**src/rtl/iot_riscv_decode.sv**
```systemverilog
// rtl/iot_riscv_decode.sv - RV32IM instruction decode stage with operand bypass, stall hold, flush and interrupt injection
module iot_riscv_decode #(
    parameter int pc_size_p = 32
) (
    input  logic                 main_clk_i,
    input  logic                 main_rst_i,
    input  logic                 if_valid_i,
    input  logic [31:0]          if_instr_i,
    input  logic [pc_size_p-1:0] if_pc_i,
    input  logic [pc_size_p-1:0] if_next_pc_i,
    output logic                 if_ready_o,
    input  logic                 irq_i,
    input  logic                 ex_stall_i,
    input  logic                 branch_taken_i,
    output logic [4:0]           rf_ra_idx_o,
    output logic [4:0]           rf_rb_idx_o,
    input  logic [31:0]          rf_ra_value_i,
    input  logic [31:0]          rf_rb_value_i,
    input  logic                 wb_en_i,
    input  logic [4:0]           wb_idx_i,
    input  logic [31:0]          wb_value_i,
    output logic                 id_valid_o,
    output logic [4:0]           id_rd_idx_o,
    output logic                 id_op_imm_o,
    output logic [31:0]          id_imm_o,
    output logic [31:0]          id_ra_value_o,
    output logic [31:0]          id_rb_value_o,
    output logic [3:0]           id_alu_op_o,
    output logic                 id_a_signed_o,
    output logic                 id_b_signed_o,
    output logic                 id_break_o,
    output logic [pc_size_p-1:0] id_pc_o,
    output logic [pc_size_p-1:0] id_next_pc_o,
    output logic                 id_irq_o,
    output logic                 id_mret_o,
    output logic [2:0]           id_branch_o,
    output logic                 id_reg_jump_o,
    output logic                 id_illegal_o
);

    localparam logic [3:0] alu_add   = 4'd0;
    localparam logic [3:0] alu_sub   = 4'd1;
    localparam logic [3:0] alu_and   = 4'd2;
    localparam logic [3:0] alu_or    = 4'd3;
    localparam logic [3:0] alu_xor   = 4'd4;
    localparam logic [3:0] alu_slt   = 4'd5;
    localparam logic [3:0] alu_sll   = 4'd6;
    localparam logic [3:0] alu_srl   = 4'd7;
    localparam logic [3:0] alu_sra   = 4'd8;
    localparam logic [3:0] alu_mul   = 4'd9;
    localparam logic [3:0] alu_mulh  = 4'd10;
    localparam logic [3:0] alu_div   = 4'd11;
    localparam logic [3:0] alu_rem   = 4'd12;
    localparam logic [3:0] alu_passb = 4'd13;
    localparam logic [3:0] alu_addpc = 4'd14;

    localparam logic [2:0] br_none = 3'd0;
    localparam logic [2:0] br_beq  = 3'd1;
    localparam logic [2:0] br_bne  = 3'd2;
    localparam logic [2:0] br_blt  = 3'd3;
    localparam logic [2:0] br_bge  = 3'd4;
    localparam logic [2:0] br_jump = 3'd5;

    logic accept;
    logic irq_pending;
    logic irq_now;

    logic [6:0] opcode;
    logic [2:0] funct3;
    logic [6:0] funct7;
    logic [4:0] rd_field;

    logic [31:0] imm_i, imm_s, imm_b, imm_u, imm_j;

    logic [3:0]  d_alu_op;
    logic        d_op_imm;
    logic        d_a_signed;
    logic        d_b_signed;
    logic        d_break;
    logic        d_mret;
    logic        d_illegal;
    logic        d_reg_jump;
    logic [2:0]  d_branch;
    logic [4:0]  d_rd;
    logic [31:0] d_imm;
    logic [31:0] ra_value;
    logic [31:0] rb_value;

    assign if_ready_o  = !ex_stall_i && !main_rst_i;
    assign accept      = if_valid_i && if_ready_o;
    assign irq_now     = irq_i || irq_pending;
    assign rf_ra_idx_o = if_instr_i[19:15];
    assign rf_rb_idx_o = if_instr_i[24:20];

    assign opcode   = if_instr_i[6:0];
    assign funct3   = if_instr_i[14:12];
    assign funct7   = if_instr_i[31:25];
    assign rd_field = if_instr_i[11:7];

    assign imm_i = {{20{if_instr_i[31]}}, if_instr_i[31:20]};
    assign imm_s = {{20{if_instr_i[31]}}, if_instr_i[31:25], if_instr_i[11:7]};
    assign imm_b = {{19{if_instr_i[31]}}, if_instr_i[31], if_instr_i[7],
                    if_instr_i[30:25], if_instr_i[11:8], 1'b0};
    assign imm_u = {if_instr_i[31:12], 12'b0};
    assign imm_j = {{11{if_instr_i[31]}}, if_instr_i[31], if_instr_i[19:12],
                    if_instr_i[20], if_instr_i[30:21], 1'b0};

    // Writeback in the same cycle wins over the stale regfile read; x0 is always zero.
    function automatic logic [31:0] read_operand(input logic [4:0]  idx,
                                                 input logic [31:0] rf_value,
                                                 input logic        wen,
                                                 input logic [4:0]  widx,
                                                 input logic [31:0] wvalue);
        if (idx == 5'd0)
            return 32'd0;
        else if (wen && (widx == idx))
            return wvalue;
        else
            return rf_value;
    endfunction

    assign ra_value = read_operand(rf_ra_idx_o, rf_ra_value_i, wb_en_i, wb_idx_i, wb_value_i);
    assign rb_value = read_operand(rf_rb_idx_o, rf_rb_value_i, wb_en_i, wb_idx_i, wb_value_i);

    always_comb begin
        d_alu_op   = alu_add;
        d_op_imm   = 1'b0;
        d_a_signed = 1'b1;
        d_b_signed = 1'b1;
        d_break    = 1'b0;
        d_mret     = 1'b0;
        d_illegal  = 1'b0;
        d_reg_jump = 1'b0;
        d_branch   = br_none;
        d_rd       = rd_field;
        d_imm      = 32'd0;

        case (opcode)
            7'b0110111: begin
                d_alu_op = alu_passb;
                d_op_imm = 1'b1;
                d_imm    = imm_u;
            end
            7'b0010111: begin
                d_alu_op = alu_addpc;
                d_op_imm = 1'b1;
                d_imm    = imm_u;
            end
            7'b1101111: begin
                d_alu_op = alu_addpc;
                d_branch = br_jump;
                d_imm    = imm_j;
            end
            7'b1100111: begin
                d_alu_op   = alu_addpc;
                d_branch   = br_jump;
                d_reg_jump = 1'b1;
                d_op_imm   = 1'b1;
                d_imm      = imm_i;
                if (funct3 != 3'b000) d_illegal = 1'b1;
            end
            7'b1100011: begin
                d_alu_op = alu_sub;
                d_rd     = 5'd0;
                d_imm    = imm_b;
                case (funct3)
                    3'b000: d_branch = br_beq;
                    3'b001: d_branch = br_bne;
                    3'b100: d_branch = br_blt;
                    3'b101: d_branch = br_bge;
                    3'b110: begin
                        d_branch   = br_blt;
                        d_a_signed = 1'b0;
                        d_b_signed = 1'b0;
                    end
                    3'b111: begin
                        d_branch   = br_bge;
                        d_a_signed = 1'b0;
                        d_b_signed = 1'b0;
                    end
                    default: d_illegal = 1'b1;
                endcase
            end
            7'b0000011: begin
                d_op_imm = 1'b1;
                d_imm    = imm_i;
                if (funct3 == 3'b011 || funct3 == 3'b110 || funct3 == 3'b111) d_illegal = 1'b1;
            end
            7'b0100011: begin
                d_op_imm = 1'b1;
                d_rd     = 5'd0;
                d_imm    = imm_s;
                if (funct3 > 3'b010) d_illegal = 1'b1;
            end
            7'b0010011: begin
                d_op_imm = 1'b1;
                d_imm    = imm_i;
                case (funct3)
                    3'b000: d_alu_op = alu_add;
                    3'b010: d_alu_op = alu_slt;
                    3'b011: begin
                        d_alu_op   = alu_slt;
                        d_a_signed = 1'b0;
                        d_b_signed = 1'b0;
                    end
                    3'b100: d_alu_op = alu_xor;
                    3'b110: d_alu_op = alu_or;
                    3'b111: d_alu_op = alu_and;
                    3'b001: begin
                        d_alu_op = alu_sll;
                        if (funct7 != 7'b0000000) d_illegal = 1'b1;
                    end
                    default: begin
                        if (funct7 == 7'b0000000)
                            d_alu_op = alu_srl;
                        else if (funct7 == 7'b0100000)
                            d_alu_op = alu_sra;
                        else
                            d_illegal = 1'b1;
                    end
                endcase
            end
            7'b0110011: begin
                if (funct7 == 7'b0000000) begin
                    case (funct3)
                        3'b000: d_alu_op = alu_add;
                        3'b001: d_alu_op = alu_sll;
                        3'b010: d_alu_op = alu_slt;
                        3'b011: begin
                            d_alu_op   = alu_slt;
                            d_a_signed = 1'b0;
                            d_b_signed = 1'b0;
                        end
                        3'b100: d_alu_op = alu_xor;
                        3'b101: d_alu_op = alu_srl;
                        3'b110: d_alu_op = alu_or;
                        default: d_alu_op = alu_and;
                    endcase
                end else if (funct7 == 7'b0100000) begin
                    if (funct3 == 3'b000)
                        d_alu_op = alu_sub;
                    else if (funct3 == 3'b101)
                        d_alu_op = alu_sra;
                    else
                        d_illegal = 1'b1;
                end else if (funct7 == 7'b0000001) begin
                    case (funct3)
                        3'b000: d_alu_op = alu_mul;
                        3'b001: d_alu_op = alu_mulh;
                        3'b010: begin
                            d_alu_op   = alu_mulh;
                            d_b_signed = 1'b0;
                        end
                        3'b011: begin
                            d_alu_op   = alu_mulh;
                            d_a_signed = 1'b0;
                            d_b_signed = 1'b0;
                        end
                        3'b100: d_alu_op = alu_div;
                        3'b101: begin
                            d_alu_op   = alu_div;
                            d_a_signed = 1'b0;
                            d_b_signed = 1'b0;
                        end
                        3'b110: d_alu_op = alu_rem;
                        default: begin
                            d_alu_op   = alu_rem;
                            d_a_signed = 1'b0;
                            d_b_signed = 1'b0;
                        end
                    endcase
                end else begin
                    d_illegal = 1'b1;
                end
            end
            7'b0001111: begin
                d_rd = 5'd0;
            end
            7'b1110011: begin
                d_rd = 5'd0;
                if (if_instr_i[19:7] != 13'd0)
                    d_illegal = 1'b1;
                else if (if_instr_i[31:20] == 12'h000 || if_instr_i[31:20] == 12'h001)
                    d_break = 1'b1;
                else if (if_instr_i[31:20] == 12'h302)
                    d_mret = 1'b1;
                else
                    d_illegal = 1'b1;
            end
            default: d_illegal = 1'b1;
        endcase

        if (if_instr_i[1:0] != 2'b11) d_illegal = 1'b1;

        if (d_illegal) begin
            d_break    = 1'b1;
            d_mret     = 1'b0;
            d_rd       = 5'd0;
            d_branch   = br_none;
            d_reg_jump = 1'b0;
        end
    end

    always_ff @(posedge main_clk_i) begin
        if (main_rst_i) begin
            irq_pending   <= 1'b0;
            id_valid_o    <= 1'b0;
            id_rd_idx_o   <= 5'd0;
            id_op_imm_o   <= 1'b0;
            id_imm_o      <= 32'd0;
            id_ra_value_o <= 32'd0;
            id_rb_value_o <= 32'd0;
            id_alu_op_o   <= 4'd0;
            id_a_signed_o <= 1'b0;
            id_b_signed_o <= 1'b0;
            id_break_o    <= 1'b0;
            id_pc_o       <= '0;
            id_next_pc_o  <= '0;
            id_irq_o      <= 1'b0;
            id_mret_o     <= 1'b0;
            id_branch_o   <= 3'd0;
            id_reg_jump_o <= 1'b0;
            id_illegal_o  <= 1'b0;
        end else if (branch_taken_i) begin
            // A flushed instruction must not consume the pending interrupt.
            id_valid_o  <= 1'b0;
            irq_pending <= irq_pending || irq_i;
        end else if (accept) begin
            irq_pending   <= 1'b0;
            id_valid_o    <= 1'b1;
            id_op_imm_o   <= d_op_imm;
            id_imm_o      <= d_imm;
            id_ra_value_o <= ra_value;
            id_rb_value_o <= rb_value;
            id_alu_op_o   <= d_alu_op;
            id_a_signed_o <= d_a_signed;
            id_b_signed_o <= d_b_signed;
            id_pc_o       <= if_pc_i;
            id_next_pc_o  <= if_next_pc_i;
            id_irq_o      <= irq_now;
            id_rd_idx_o   <= irq_now ? 5'd0 : d_rd;
            id_branch_o   <= irq_now ? br_none : d_branch;
            id_reg_jump_o <= irq_now ? 1'b0 : d_reg_jump;
            id_break_o    <= irq_now ? 1'b0 : d_break;
            id_mret_o     <= irq_now ? 1'b0 : d_mret;
            id_illegal_o  <= irq_now ? 1'b0 : d_illegal;
        end else begin
            irq_pending <= irq_pending || irq_i;
            if (!ex_stall_i) id_valid_o <= 1'b0;
        end
    end

endmodule

```
**config.mk**
```make
export PLATFORM = sky130hd
export DESIGN_NAME = iot_riscv_decode
export DESIGN_NICKNAME = d
export VERILOG_FILES = /design/src/rtl/iot_riscv_decode.sv
export SDC_FILE = /design/constraint.sdc
export NUM_CORES = 1
export LEC_CHECK = 0
export ABC_CLOCK_PERIOD_IN_PS = 1800
export BUFFER_PORTS_ARGS = -buffer_cell sky130_fd_sc_hd__buf_2
export CORE_AREA = 2 2 154 156
export DETAILED_ROUTE_END_ITERATION = 7
export DIE_AREA = 0 0 156 158
export GPL_TIMING_DRIVEN = 0
export PLACE_DENSITY_LB_ADDON = 0.15
export SYNTH_ARGS = -nofsm -noshare
export SYNTH_HDL_FRONTEND = slang
export SYNTH_SLANG_ARGS = --single-unit
export TNS_END_PERCENT = 50
```
**constraint.sdc**
```tcl
create_clock -name main_clk_i -period 1.8 [get_ports main_clk_i]
set_input_delay 0.18 -clock main_clk_i [delete_from_list [all_inputs] [get_ports main_clk_i]]
set_output_delay 0.18 -clock main_clk_i [all_outputs]
set_load 0.02 [all_outputs]
```
==> impl_table.tex, run 1 <==
\begin{tabular}{lr}
\hline
Metric & Value \\
\hline
\multicolumn{2}{l}{\textbf{Timing}} \\
Measured slew at the worst slew-check pin & 0.715 ns \\
Final hold viol count & 0 \\
Worst-case setup margin in the final layout & 0.00812 ns \\
Setup violators final & 0 \\
Worst Clk Skew & 0.00583 ns \\
Highest attainable clock frequency & 558 MHz \\
Final clock period utilization by the worst path & 99.5\% \\
Count of pins over their slew limit & 0 \\
Remaining max-slew budget at the tightest pin & 52.1\% \\
Unrepaired setup endpoints after global routing & true \\
Minimum clock period after layout & 1.79 ns \\
\multicolumn{2}{l}{\textbf{Cells and area}} \\
Share of layout cells above drive strength 1 & 33.4\% \\
Area added between synthesis and finish & 47.4\% \\
Final standard cell utilization of the core & 49.4\% \\
Final-stage net count & 1588 \\
\multicolumn{2}{l}{\textbf{Floorplanning}} \\
Core Area & 0.0231 mm\^{}2 \\
DIE AREA & 0.0246 mm\^{}2 \\
Effective utilization at floorplan & 33.5\% \\
Die extent in x & 156 um \\
Die Y & 158 um \\
Top-Level Pins & 396 \\
Num rows & 56 \\
\multicolumn{2}{l}{\textbf{CTS}} \\
CTS H-tree lvls & 4 \\
Clock tree from TritonCTS & done \\
Sinks on Clock Net & 182 \\
Largest buffer count on any clock path & 2 \\
Clk slew on worst S/H paths & 0.07 ns \\
Number of CTS-inserted buffers & 17 \\
Later-pin clock latency in the skew report & 0.43 ns \\
Root buffer selected by CTS & clkbuf\_16 \\
\multicolumn{2}{l}{\textbf{Critical path}} \\
Launching element type of the critical path & input port \\
Critical path endpoint category & register \\
Worst path most repeated cell & or4\_4 \\
Largest incremental delay on the critical path & 0.54 ns \\
Startpoint of the most critical register-to-register path & irq\_pending\$\_SDFF\_PP0\_ \\
Req. time, crit path & 2.16 ns \\
Maximum fanout along the worst path & 4 \\
Arrival time worst endpoint & 2.15 ns \\
Cell breakdown of the critical path & buf\_2 -> or4\_4 -> nor2\_1 -> and4b\_1 -> or3b\_1 -> or4\_4 -> o211ai\_2 \\
R2R Setup Slk & 0.10 ns \\
Slowest cell on crit path & or4\_4 \\
Worst Reg2Reg Path Length in Cells & 5 \\
Crit Reg-Reg Endpoint & id\_break\_o\$\_SDFFE\_PP0P\_ \\
Type of the worst setup path & input port to register \\
\multicolumn{2}{l}{\textbf{Placement}} \\
PortBufs & 392 \\
Final GP Congestion & 0.827 \\
Placement Setup Slack & -0.915 ns \\
Hpwl dp & 23100 um \\
\multicolumn{2}{l}{\textbf{Hold path}} \\
Hold Crit Depth & 3 \\
HP Class & input port to register \\
Worst min-delay path startpoint & rf\_rb\_value\_i[11] \\
Endpoint, Worst Hold & id\_rb\_value\_o[11]\$\_SDFFE\_PP0P\_ \\
\multicolumn{2}{l}{\textbf{Logic synthesis}} \\
Number of warnings reported in the yosys synthesis log & 0 \\
Ys async rst share & 0\% \\
Prevailing post-synth register cell & dfxtp\_1 \\
Number of distinct standard cells referenced by the synthesized netlist & 58 \\
Post-synthesis area per instance & 8.54 um\^{}2 \\
Register bit total from synthesis & 182 \\
Number of enable-type register cells in the synthesized netlist & 0 \\
Combined area of all synthesized cells & 0.00773 mm\^{}2 \\
Register area share after synthesis & 47.2\% \\
Net count after synthesis & 1109 \\
Number of cells produced by synthesis & 905 \\
\multicolumn{2}{l}{\textbf{Route}} \\
Detail Route Antenna Nets & 0 \\
Count of routing violations after the opening detailed-route iteration & 448 \\
Routed wire per std cell & 17.9 um \\
Via density per instance & 4.92 \\
Total DRC errors in the routed layout & 0 \\
Final wirelength & 30200 um \\
Routed via count & 8288 \\
1st-pass router iterations & 5 \\
\multicolumn{2}{l}{\textbf{Global routing}} \\
Largest net degree at the start of global routing & 17 \\
Residual overflow from global routing & 0 \\
Wire length of the first global-routing pass & 44400 um \\
Gr usage total & 23.3\% \\
Vias in the first global route & 7902 \\
Initial antenna violation count & 1 \\
\multicolumn{2}{l}{\textbf{Power and ir drop}} \\
Worst voltage drop across the vdd grid & 0.539 mV \\
Areal power density over the cells & 819 mW/mm\^{}2 \\
Lkg Pwr & 5.22 nW \\
\multicolumn{2}{l}{\textbf{Status}} \\
Outcome & finished clean \\
\multicolumn{2}{l}{\textbf{Job}} \\
Max Cap Viol & 0 \\
\hline
\end{tabular}
-- synth_stat cells, drive strengths merged (3+ instances only) --
cell / instances / area [um^2]
nand2: 229 / 867
dfxtp: 182 / 3640
o21ai: 95 / 475
mux2i: 64 / 641
a21oi: 62 / 310
clkbuf: 52 / 215
nand3b: 30 / 225
buf: 24 / 163
nor2: 21 / 78.8
nand3: 13 / 65.1
nor3: 12 / 70.1
a221o: 11 / 110
a22o: 11 / 96.3
nand2b: 11 / 68.8
xor2: 9 / 78.8
and3: 8 / 50.1
o31ai: 7 / 52.6
a31oi: 5 / 31.3
a221oi: 4 / 35.0
and2: 4 / 25.0
inv: 4 / 15.0
nor4: 4 / 40.0
a311oi: 3 / 26.3
a32o: 3 / 30.0
-- metrics by stage --
| stage | TNS (ns) | cells | hold slack, ns | cell area [um^2] | power, mW |
|---|---|---|---|---|---|
| after floorplan | -0.207 | 905 | 0.253 | 7730 | 4.81 |
| after global placement | -76.71 | 1587 | 0.365 | 10100 | 5.34 |
| after detailed placement | -79.03 | 1587 | 0.366 | 10100 | 5.35 |
| after CTS | -0.0000220 | 1686 | 0.000713 | 11400 | 9.42 |
| after global routing | -0.0665 | 1686 | 0.0185 | 11400 | 9.70 |
| final | 0 | 1686 | 0.0231 | 11400 | 9.33 |
-- cells in the final DEF, fill, tap and decap left out, types with 13 or more instances in the layout --
cell	instances
buf_2	396
nand3_1	13
mux2i_1	64
clkbuf_1	44
o21ai_0	91
buf_4	15
clkbuf_16	17
nor2_1	20
nand3b_1	30
dfxtp_1	182
a21oi_1	61
dlygate4sd3_1	67
nand2_1	228
-- critical path: cells and delay by family --
kind	cells	cell delay, ns
simple gates	5	1.77
buf+inv	1	0.13
compound gates	1	0.07
-- per-layer routing --
layer	share of wire (%)	track usage (%)
met5	0	0
met4	1.9	6.42
met3	6.1	5.50
met2	52	43.0
met1	40	27.0
-- power breakdown --
part,internal [mW],switching (mW)
Clock,2.23,1.71
Combinational,0.522,0.680
Sequential,4.13,0.0502
Total,6.89,2.44
-- what timing repair did --
item / 4_1_cts / 5_1_grt
setup endpoints to repair: 53 / 123
hold buffers: 67 / 0
setup buffers: 2 / 0
pin swaps: 1 / 0
resized for setup: 6 / 16
hold endpoints to repair: 69 / 0
-- kinds of logic (layout without fill, tap and decap cells) --
logic type | after synthesis | after routing | synth area share (%)
buffers and inverters | 80 | 570 | 5.08
XOR/XNOR | 11 | 11 | 1.25
other | 0 | 1 | 0
multiplexers | 64 | 64 | 8.29
AND/OR/NAND/NOR | 348 | 348 | 21.0
AO/OA/AOI/OAI | 220 | 220 | 17.2
flip-flops | 182 | 182 | 47.2
-- area by class of cell --
cell class                      instances  area, um^2
Antenna cell                            1        2.50
Buffer                                 75         388
Clock buffer                           18         439
Clock inverter                         12         163
Fill cell                            2359       11700
Inverter                                4        15.0
Multi-Input combinational cell        643        3730
Sequential cell                       182        3640
Tap cell                              290         363
Timing Repair Buffer                  461        2650
-- flip-flops by register name, summed over array words and instances (netlist names), 3 cells and up --
register and count:
id_imm_o 32, id_next_pc_o 32, id_pc_o 32, id_ra_value_o 32, id_rb_value_o 32, id_rd_idx_o 5, id_alu_op_o 4, id_branch_o 3
-- worst max-delay path by stage --
stage / startpoint / endpoint / slack (ns) / cells after the start
after detailed placement: ex_stall_i / id_rb_value_o[31]$_SDFFE_PP0P_ / -0.91 / 9
after floorplan: if_instr_i[18] / id_break_o$_SDFFE_PP0P_ / -0.13 / 6
after global placement: ex_stall_i / id_ra_value_o[30]$_SDFFE_PP0P_ / -0.89 / 9
after CTS: ex_stall_i / id_pc_o[9]$_SDFFE_PP0P_ / -0.00002 / 8
after global routing: ex_stall_i / id_break_o$_SDFFE_PP0P_ / -0.06 / 8
final: if_instr_i[18] / id_break_o$_SDFFE_PP0P_ / 0.008 / 7
No activity file was read; power rests on OpenSTA's default activity.
==> run 2: changes to the inputs <==
--- a/config.mk
+++ b/config.mk
@@ -11,7 +11,7 @@
 export DETAILED_ROUTE_END_ITERATION = 7
 export DIE_AREA = 0 0 156 158
 export GPL_TIMING_DRIVEN = 0
-export PLACE_DENSITY_LB_ADDON = 0.15
+export PLACE_DENSITY_LB_ADDON = 0.25
 export SYNTH_ARGS = -nofsm -noshare
 export SYNTH_HDL_FRONTEND = slang
 export SYNTH_SLANG_ARGS = --single-unit
==> run 2 against run 1 <==
Effect of this change:
- register-to-register slack better by 0.02 ns
- critical endpoint unchanged
- combinational power hardly changed
- flip-flop and latch count unchanged
- non-clock buffer count is the same
- global-route usage is 0.97 points lower
- the flow now finishes with violations (setup timing)
- worst hold slack better by 0.0041 ns
- count of clock-buffer cells in the layout is 1 lower
- utilization up 0.14 points
- cell count grew 0.36%
- die area did not move
- via count grew 0.83%
==> impl_table.tex, run 2 (synthesized netlist as in run 1, its figures left out) <==
\begin{tabular}{lr}
\hline
Metric & Value \\
\hline
\multicolumn{2}{l}{\textbf{Status}} \\
Outcome & finished, violations left \\
Violations in the final reports & setup timing \\
\multicolumn{2}{l}{\textbf{Hold path}} \\
Worst min-delay path startpoint & rf\_rb\_value\_i[8] \\
HP Class & input port to register \\
Hold Crit Depth & 3 \\
\multicolumn{2}{l}{\textbf{Timing}} \\
Unrepaired setup endpoints after global routing & true \\
Setup total negative slack & -0.0138 ns \\
Minimum clock period after layout & 1.81 ns \\
Measured slew at the worst slew-check pin & 0.797 ns \\
Worst Clk Skew & 0.0106 ns \\
Remaining max-slew budget at the tightest pin & 46.6\% \\
Count of pins over their slew limit & 0 \\
Highest attainable clock frequency & 551 MHz \\
Final clock period utilization by the worst path & 101\% \\
Worst-case setup margin in the final layout & -0.0138 ns \\
Setup violators final & 1 \\
Final hold viol count & 0 \\
\multicolumn{2}{l}{\textbf{Global routing}} \\
Gr usage total & 22.4\% \\
Initial antenna violation count & 6 \\
Vias in the first global route & 7822 \\
Wire length of the first global-routing pass & 42700 um \\
Residual overflow from global routing & 0 \\
Largest net degree at the start of global routing & 20 \\
\multicolumn{2}{l}{\textbf{Route}} \\
Final wirelength & 29300 um \\
Detail Route Antenna Nets & 0 \\
Routed via count & 8357 \\
Via density per instance & 4.94 \\
Total DRC errors in the routed layout & 0 \\
1st-pass router iterations & 5 \\
Routed wire per std cell & 17.3 um \\
Count of routing violations after the opening detailed-route iteration & 441 \\
\multicolumn{2}{l}{\textbf{Cells and area}} \\
Number of filler cells placed in the layout & 2246 \\
Final standard cell utilization of the core & 49.6\% \\
Final-stage net count & 1588 \\
Share of layout cells above drive strength 1 & 33.6\% \\
Area added between synthesis and finish & 47.8\% \\
Commonest cells after routing, fill and taps aside & buf\_2 (395), nand2\_1 (228), dfxtp\_1 (182) \\
Commonest non-fill, non-tap cell in the layout & buf\_2 \\
\multicolumn{2}{l}{\textbf{CTS}} \\
Sinks on Clock Net & 182 \\
Number of CTS-inserted buffers & 17 \\
Clk slew on worst S/H paths & 0.08 ns \\
Largest buffer count on any clock path & 2 \\
Root buffer selected by CTS & clkbuf\_16 \\
Clock tree from TritonCTS & done \\
CTS H-tree lvls & 4 \\
Later-pin clock latency in the skew report & 0.42 ns \\
\multicolumn{2}{l}{\textbf{Critical path}} \\
Slowest cell on crit path & or4\_4 \\
Launching element type of the critical path & input port \\
Largest incremental delay on the critical path & 0.56 ns \\
Critical path endpoint category & register \\
First element of the critical path & if\_instr\_i[18] \\
Startpoint of the most critical register-to-register path & irq\_pending\$\_SDFF\_PP0\_ \\
Worst Reg2Reg Path Length in Cells & 5 \\
Worst path most repeated cell & or4\_4 \\
Cell breakdown of the critical path & buf\_2 -> or4\_4 -> nor2\_4 -> and4b\_1 -> or3b\_4 -> or4\_4 -> o211ai\_2 \\
Arrival time worst endpoint & 2.17 ns \\
Type of the worst setup path & input port to register \\
Maximum fanout along the worst path & 4 \\
Req. time, crit path & 2.16 ns \\
\multicolumn{2}{l}{\textbf{Floorplanning}} \\
Effective utilization at floorplan & 33.5\% \\
Die extent in x & 156 um \\
Die Y & 158 um \\
Core Area & 0.0231 mm\^{}2 \\
Num rows & 56 \\
DIE AREA & 0.0246 mm\^{}2 \\
Top-Level Pins & 396 \\
\multicolumn{2}{l}{\textbf{Placement}} \\
PortBufs & 392 \\
Hpwl dp & 22500 um \\
Final GP Congestion & 0.881 \\
\multicolumn{2}{l}{\textbf{Job}} \\
Max Cap Viol & 0 \\
\multicolumn{2}{l}{\textbf{Power and ir drop}} \\
Areal power density over the cells & 796 mW/mm\^{}2 \\
Worst voltage drop across the vdd grid & 0.506 mV \\
Lkg Pwr & 5.23 nW \\
\hline
\end{tabular}
==> run 2: cell types whose count changed in the layout (fill, tap and decap cells not counted), moves of 2 or more <==
cell,change
inv_8,+4
buf_4,+2
diode_2,+4
clkbuf_4,-2
inv_6,-4
bufinv_16,-3
clkinv_8,+3
==> run 2: final timing paths <==
kind	endpoint	slack [ns]
setup / recovery	id_break_o$_SDFFE_PP0P_	-0.01
hold / removal	id_rb_value_o[8]$_SDFFE_PP0P_	0.03
setup reg to reg	id_break_o$_SDFFE_PP0P_	0.12
hold reg to reg	id_illegal_o$_SDFFE_PP0P_	0.44
==> run 2: report_power, final <==
group / internal [mW] / leakage, nW / total, mW / switching (mW)
clock: 1.87 / 0.283 / 3.71 / 1.84
combinational: 0.525 / 3.47 / 1.21 / 0.681
sequential: 4.13 / 1.48 / 4.18 / 0.0501
total: 6.52 / 5.23 / 9.09 / 2.57
==> run 2: critical path, delay by kind of cell <==
family / cells / cell delay, ns
compound gates: 1 / 0.07
buf+inv: 1 / 0.13
simple gates: 5 / 1.79
==> run 2: per-stage QoR <==
| step | total power, mW | hold slack, ns | std cells | area [um^2] | worst slack [ns] |
|---|---|---|---|---|---|
| CTS | 9.17 | 0.0116 | 1688 | 11400 | 0.0108 |
| detailed placement | 5.34 | 0.366 | 1587 | 10100 | -0.931 |
| global route | 9.46 | 0.0120 | 1691 | 11400 | -0.0317 |
| floorplan | 4.81 | 0.253 | 905 | 7730 | -0.133 |
| finish | 9.09 | 0.0272 | 1692 | 11400 | -0.0138 |
| global placement | 5.33 | 0.364 | 1587 | 10100 | -0.913 |
==> run 2: routing by layer <==
metal  track usage, %  up-vias  part of all wire [%]
met5                0        -                 0.038
met4             7.30        2                   1.7
met3             5.15       39                   6.2
met2             40.0      331                    51
met1             26.5     3874                    41
li1                 -     4111                     -
==> run 2: cell type report <==
type,count,area (um^2),area share [%]
Tap cell,290,363,3.18
Clock buffer,17,425,3.72
Timing Repair Buffer,462,2670,23.4
Antenna cell,5,12.5,0.110
Inverter,4,15.0,0.131
Clock inverter,15,161,1.41
Buffer,74,387,3.38
Sequential cell,182,3640,31.9
Multi-Input combinational cell,643,3750,32.8
==> run 2: what timing repair did <==
action,in CTS,in global routing
setup endpoints to repair,86,97
buffers inserted,1,1
gates resized for setup,11,16
endpoints found under the hold margin,68,0
pin swaps,1,1
hold buffers,68,0
==> run 3: changes to the inputs <==
--- a/config.mk
+++ b/config.mk
@@ -5,6 +5,7 @@
 export SDC_FILE = /design/constraint.sdc
 export NUM_CORES = 1
 export LEC_CHECK = 0
+export ABC_AREA = 1
 export ABC_CLOCK_PERIOD_IN_PS = 1800
 export BUFFER_PORTS_ARGS = -buffer_cell sky130_fd_sc_hd__buf_2
 export CORE_AREA = 2 2 154 156
==> run 3 against run 2 <==
Effect of this change:
- the run now ends clean
- design area grew 2.3%
- power grew 0.23%
- cell count increased by 11%
- combinational power is essentially flat
- die area unchanged
- flip-flop and latch count unchanged
- clock skew is 0.0038 ns higher
- via count up 8.8%
- critical path depth grew 2
- register-to-register slack gained 0.23 ns
- global-route usage increased by 1.2 points
- count of clock-buffer cells in the layout grew 1
- critical path type unchanged
- largest power group unchanged
- highest routed layer unchanged
==> impl_table.tex, run 3 <==
\begin{tabular}{lr}
\hline
Metric & Value \\
\hline
\multicolumn{2}{l}{\textbf{Placement}} \\
PortBufs & 395 \\
Placed instance area & 0.0103 mm\^{}2 \\
Final GP Congestion & 0.897 \\
Hpwl dp & 22700 um \\
\multicolumn{2}{l}{\textbf{Critical path}} \\
Req. time, crit path & 2.18 ns \\
Slowest cell on crit path & dlygate4sd3\_1 \\
Worst path most repeated cell & nand2\_1 \\
Type of the worst setup path & input port to register \\
Launching element type of the critical path & input port \\
Critical path endpoint category & register \\
Cell breakdown of the critical path & dlygate4sd3\_1 -> buf\_2 -> nor2\_4 -> nand2\_1 -> inv\_1 -> nand2\_1 -> o21ai\_0 -> nand4\_1 -> nand2\_1 \\
Maximum fanout along the worst path & 7 \\
Arrival time worst endpoint & 2.02 ns \\
Largest incremental delay on the critical path & 0.53 ns \\
\multicolumn{2}{l}{\textbf{Route}} \\
Routed met3 length & 2200 um \\
Met2 Routed Length & 14900 um \\
1st-pass router iterations & 5 \\
Routed wire per std cell & 16.3 um \\
Final wirelength & 30600 um \\
Routed via count & 9096 \\
Via density per instance & 4.85 \\
Detail Route Antenna Nets & 0 \\
Routed length on met1 & 12700 um \\
Count of routing violations after the opening detailed-route iteration & 585 \\
Highest routing layer actually used & met5 \\
Total DRC errors in the routed layout & 0 \\
\multicolumn{2}{l}{\textbf{Logic synthesis}} \\
Area share of the leading cell type in the synthesized netlist & 45.5\% \\
Cell types with the largest area share after synthesis & dfxtp\_1 (46\%), nand2\_1 (14\%), o211ai\_1 (6.1\%) \\
Most common cell in the netlist & nand2\_1 \\
Number of cells produced by synthesis & 1079 \\
Register area share after synthesis & 45.5\% \\
Prevailing post-synth register cell & dfxtp\_1 \\
Net count after synthesis & 1283 \\
Number of distinct standard cells referenced by the synthesized netlist & 34 \\
Number of enable-type register cells in the synthesized netlist & 0 \\
Post-synthesis area per instance & 7.42 um\^{}2 \\
Ys async rst share & 0\% \\
Leading cell types by count after synthesis & nand2\_1 (309), dfxtp\_1 (182), nor2\_1 (117), inv\_1 (104) \\
Combined area of all synthesized cells & 0.00801 mm\^{}2 \\
Register bit total from synthesis & 182 \\
Number of warnings reported in the yosys synthesis log & 0 \\
Cell taking the most area after synthesis & dfxtp\_1 \\
\multicolumn{2}{l}{\textbf{Floorplanning}} \\
Top-Level Pins & 396 \\
Die Y & 158 um \\
DIE AREA & 0.0246 mm\^{}2 \\
Die extent in x & 156 um \\
Core Area & 0.0231 mm\^{}2 \\
Effective utilization at floorplan & 34.7\% \\
Num rows & 56 \\
\multicolumn{2}{l}{\textbf{Global routing}} \\
Wire length of the first global-routing pass & 45100 um \\
Vias in the first global route & 8341 \\
Residual overflow from global routing & 0 \\
Initial antenna violation count & 2 \\
Largest net degree at the start of global routing & 19 \\
Gr usage total & 23.6\% \\
\multicolumn{2}{l}{\textbf{Cells and area}} \\
Number of filler cells placed in the layout & 2284 \\
Commonest cells after routing, fill and taps aside & buf\_2 (414), nand2\_1 (309), dfxtp\_1 (182) \\
Share of layout cells above drive strength 1 & 32.2\% \\
Final-stage net count & 1773 \\
Final standard cell utilization of the core & 50.7\% \\
Commonest non-fill, non-tap cell in the layout & buf\_2 \\
Area added between synthesis and finish & 46.0\% \\
Design Area, Final & 0.0117 mm\^{}2 \\
\multicolumn{2}{l}{\textbf{Timing}} \\
Final hold viol count & 0 \\
Highest attainable clock frequency & 609 MHz \\
Remaining max-slew budget at the tightest pin & 63.8\% \\
Worst Hold Margin & 0.0126 ns \\
Minimum clock period after layout & 1.64 ns \\
Measured slew at the worst slew-check pin & 0.544 ns \\
Worst Clk Skew & 0.0144 ns \\
Final clock period utilization by the worst path & 91.3\% \\
Setup total negative slack & 0 ns \\
Setup violators final & 0 \\
Count of pins over their slew limit & 0 \\
Unrepaired setup endpoints after global routing & false \\
\multicolumn{2}{l}{\textbf{Power and ir drop}} \\
Post-route total power & 9.11 mW \\
Areal power density over the cells & 779 mW/mm\^{}2 \\
Lkg Pwr & 6.58 nW \\
Worst voltage drop across the vdd grid & 0.624 mV \\
\multicolumn{2}{l}{\textbf{CTS}} \\
Root buffer selected by CTS & clkbuf\_16 \\
Later-pin clock latency in the skew report & 0.44 ns \\
Clock tree from TritonCTS & done \\
Setup Buffers After CTS & 0 \\
CTS H-tree lvls & 4 \\
Sinks on Clock Net & 182 \\
Number of CTS-inserted buffers & 17 \\
Clk slew on worst S/H paths & 0.08 ns \\
Largest buffer count on any clock path & 2 \\
\multicolumn{2}{l}{\textbf{Status}} \\
Outcome & finished clean \\
\multicolumn{2}{l}{\textbf{Hold path}} \\
HP Class & input port to register \\
\multicolumn{2}{l}{\textbf{Job}} \\
Max Cap Viol & 0 \\
\hline
\end{tabular}
[run 3: changes by cell type after synthesis, moves of 13 or more]
| cell | change |
|---|---|
| nand2_1 | +81 |
| mux2i_1 | -64 |
| o211ai_1 | +65 |
| nand3b_1 | -30 |
| inv_1 | +100 |
| o21ai_0 | -28 |
| a22o_1 | +27 |
| clkbuf_1 | -25 |
| a21oi_1 | -47 |
| nand3_1 | +26 |
| nor2_1 | +96 |
| nand4_1 | +13 |
[run 3: per-stage QoR]
stage,instances,worst slack (ns)
after global placement,1764,-0.0664
final,1874,0.157
after CTS,1871,0.162
after floorplan,1079,0.348
after detailed placement,1764,-0.0550
after global routing,1873,0.0705
[run 3: area by class of cell]
type                    instances  area (um^2)  area share (%)
inverters                     114          428            3.66
diodes                          2         5.00          0.0428
multi-input cells             717         3590            30.7
repair buffers                471         2740            23.4
flip-flops and latches        182         3640            31.2
clock buffers                  18          439            3.76
clock inverters                14          136            1.17
well taps                     290          363            3.10
plain buffers                  66          344            2.94
[run 3: worst paths after layout]
check	start	endpoint	slack (ns)	cells past startpoint
setup / recovery	branch_taken_i	id_branch_o[2]$_SDFFE_PP0P_	0.16	9
hold / removal	wb_value_i[1]	id_rb_value_o[1]$_SDFFE_PP0P_	0.01	3
setup reg to reg	irq_pending$_SDFF_PP0_	id_branch_o[2]$_SDFFE_PP0P_	0.35	7
hold reg to reg	id_rb_value_o[1]$_SDFFE_PP0P_	id_rb_value_o[1]$_SDFFE_PP0P_	0.45	2
[run 3: power breakdown]
part	internal, mW	total [mW]	switching (mW)
clock	1.87	3.69	1.82
sequential	4.14	4.19	0.0546
combinational	0.519	1.23	0.715
[run 3: repair_timing]
| action | 4_1_cts | 5_1_grt |
|---|---|---|
| endpoints found under the setup margin | 0 | 1 |
| hold buffers | 75 | 1 |
| hold endpoints to repair | 77 | 1 |
| resized for setup | 0 | 2 |
[run 3: worst max-delay path, delay by kind of cell]
| kind | cells | cell delay [ns] |
|---|---|---|
| and+or+nand+nor | 5 | 0.63 |
| buffers and inverters | 3 | 0.89 |
| AOI/OAI and AO/OA | 1 | 0.32 |
[run 3: logic make-up after synthesis]
logic type             count (synthesis)  synth area share [%]
AO/OA/AOI/OAI                        204                  17.3
buffers and inverters                180                  9.62
flip-flops                           182                  45.5
AND/OR/NAND/NOR                      513                  27.6
[run 3: per-layer routing]
metal,global-route usage [%],vias to the layer above
li1,-,4521
met1,29.0,4146
met2,40.3,367
met3,5.80,60
met4,8.52,2
met5,0,-
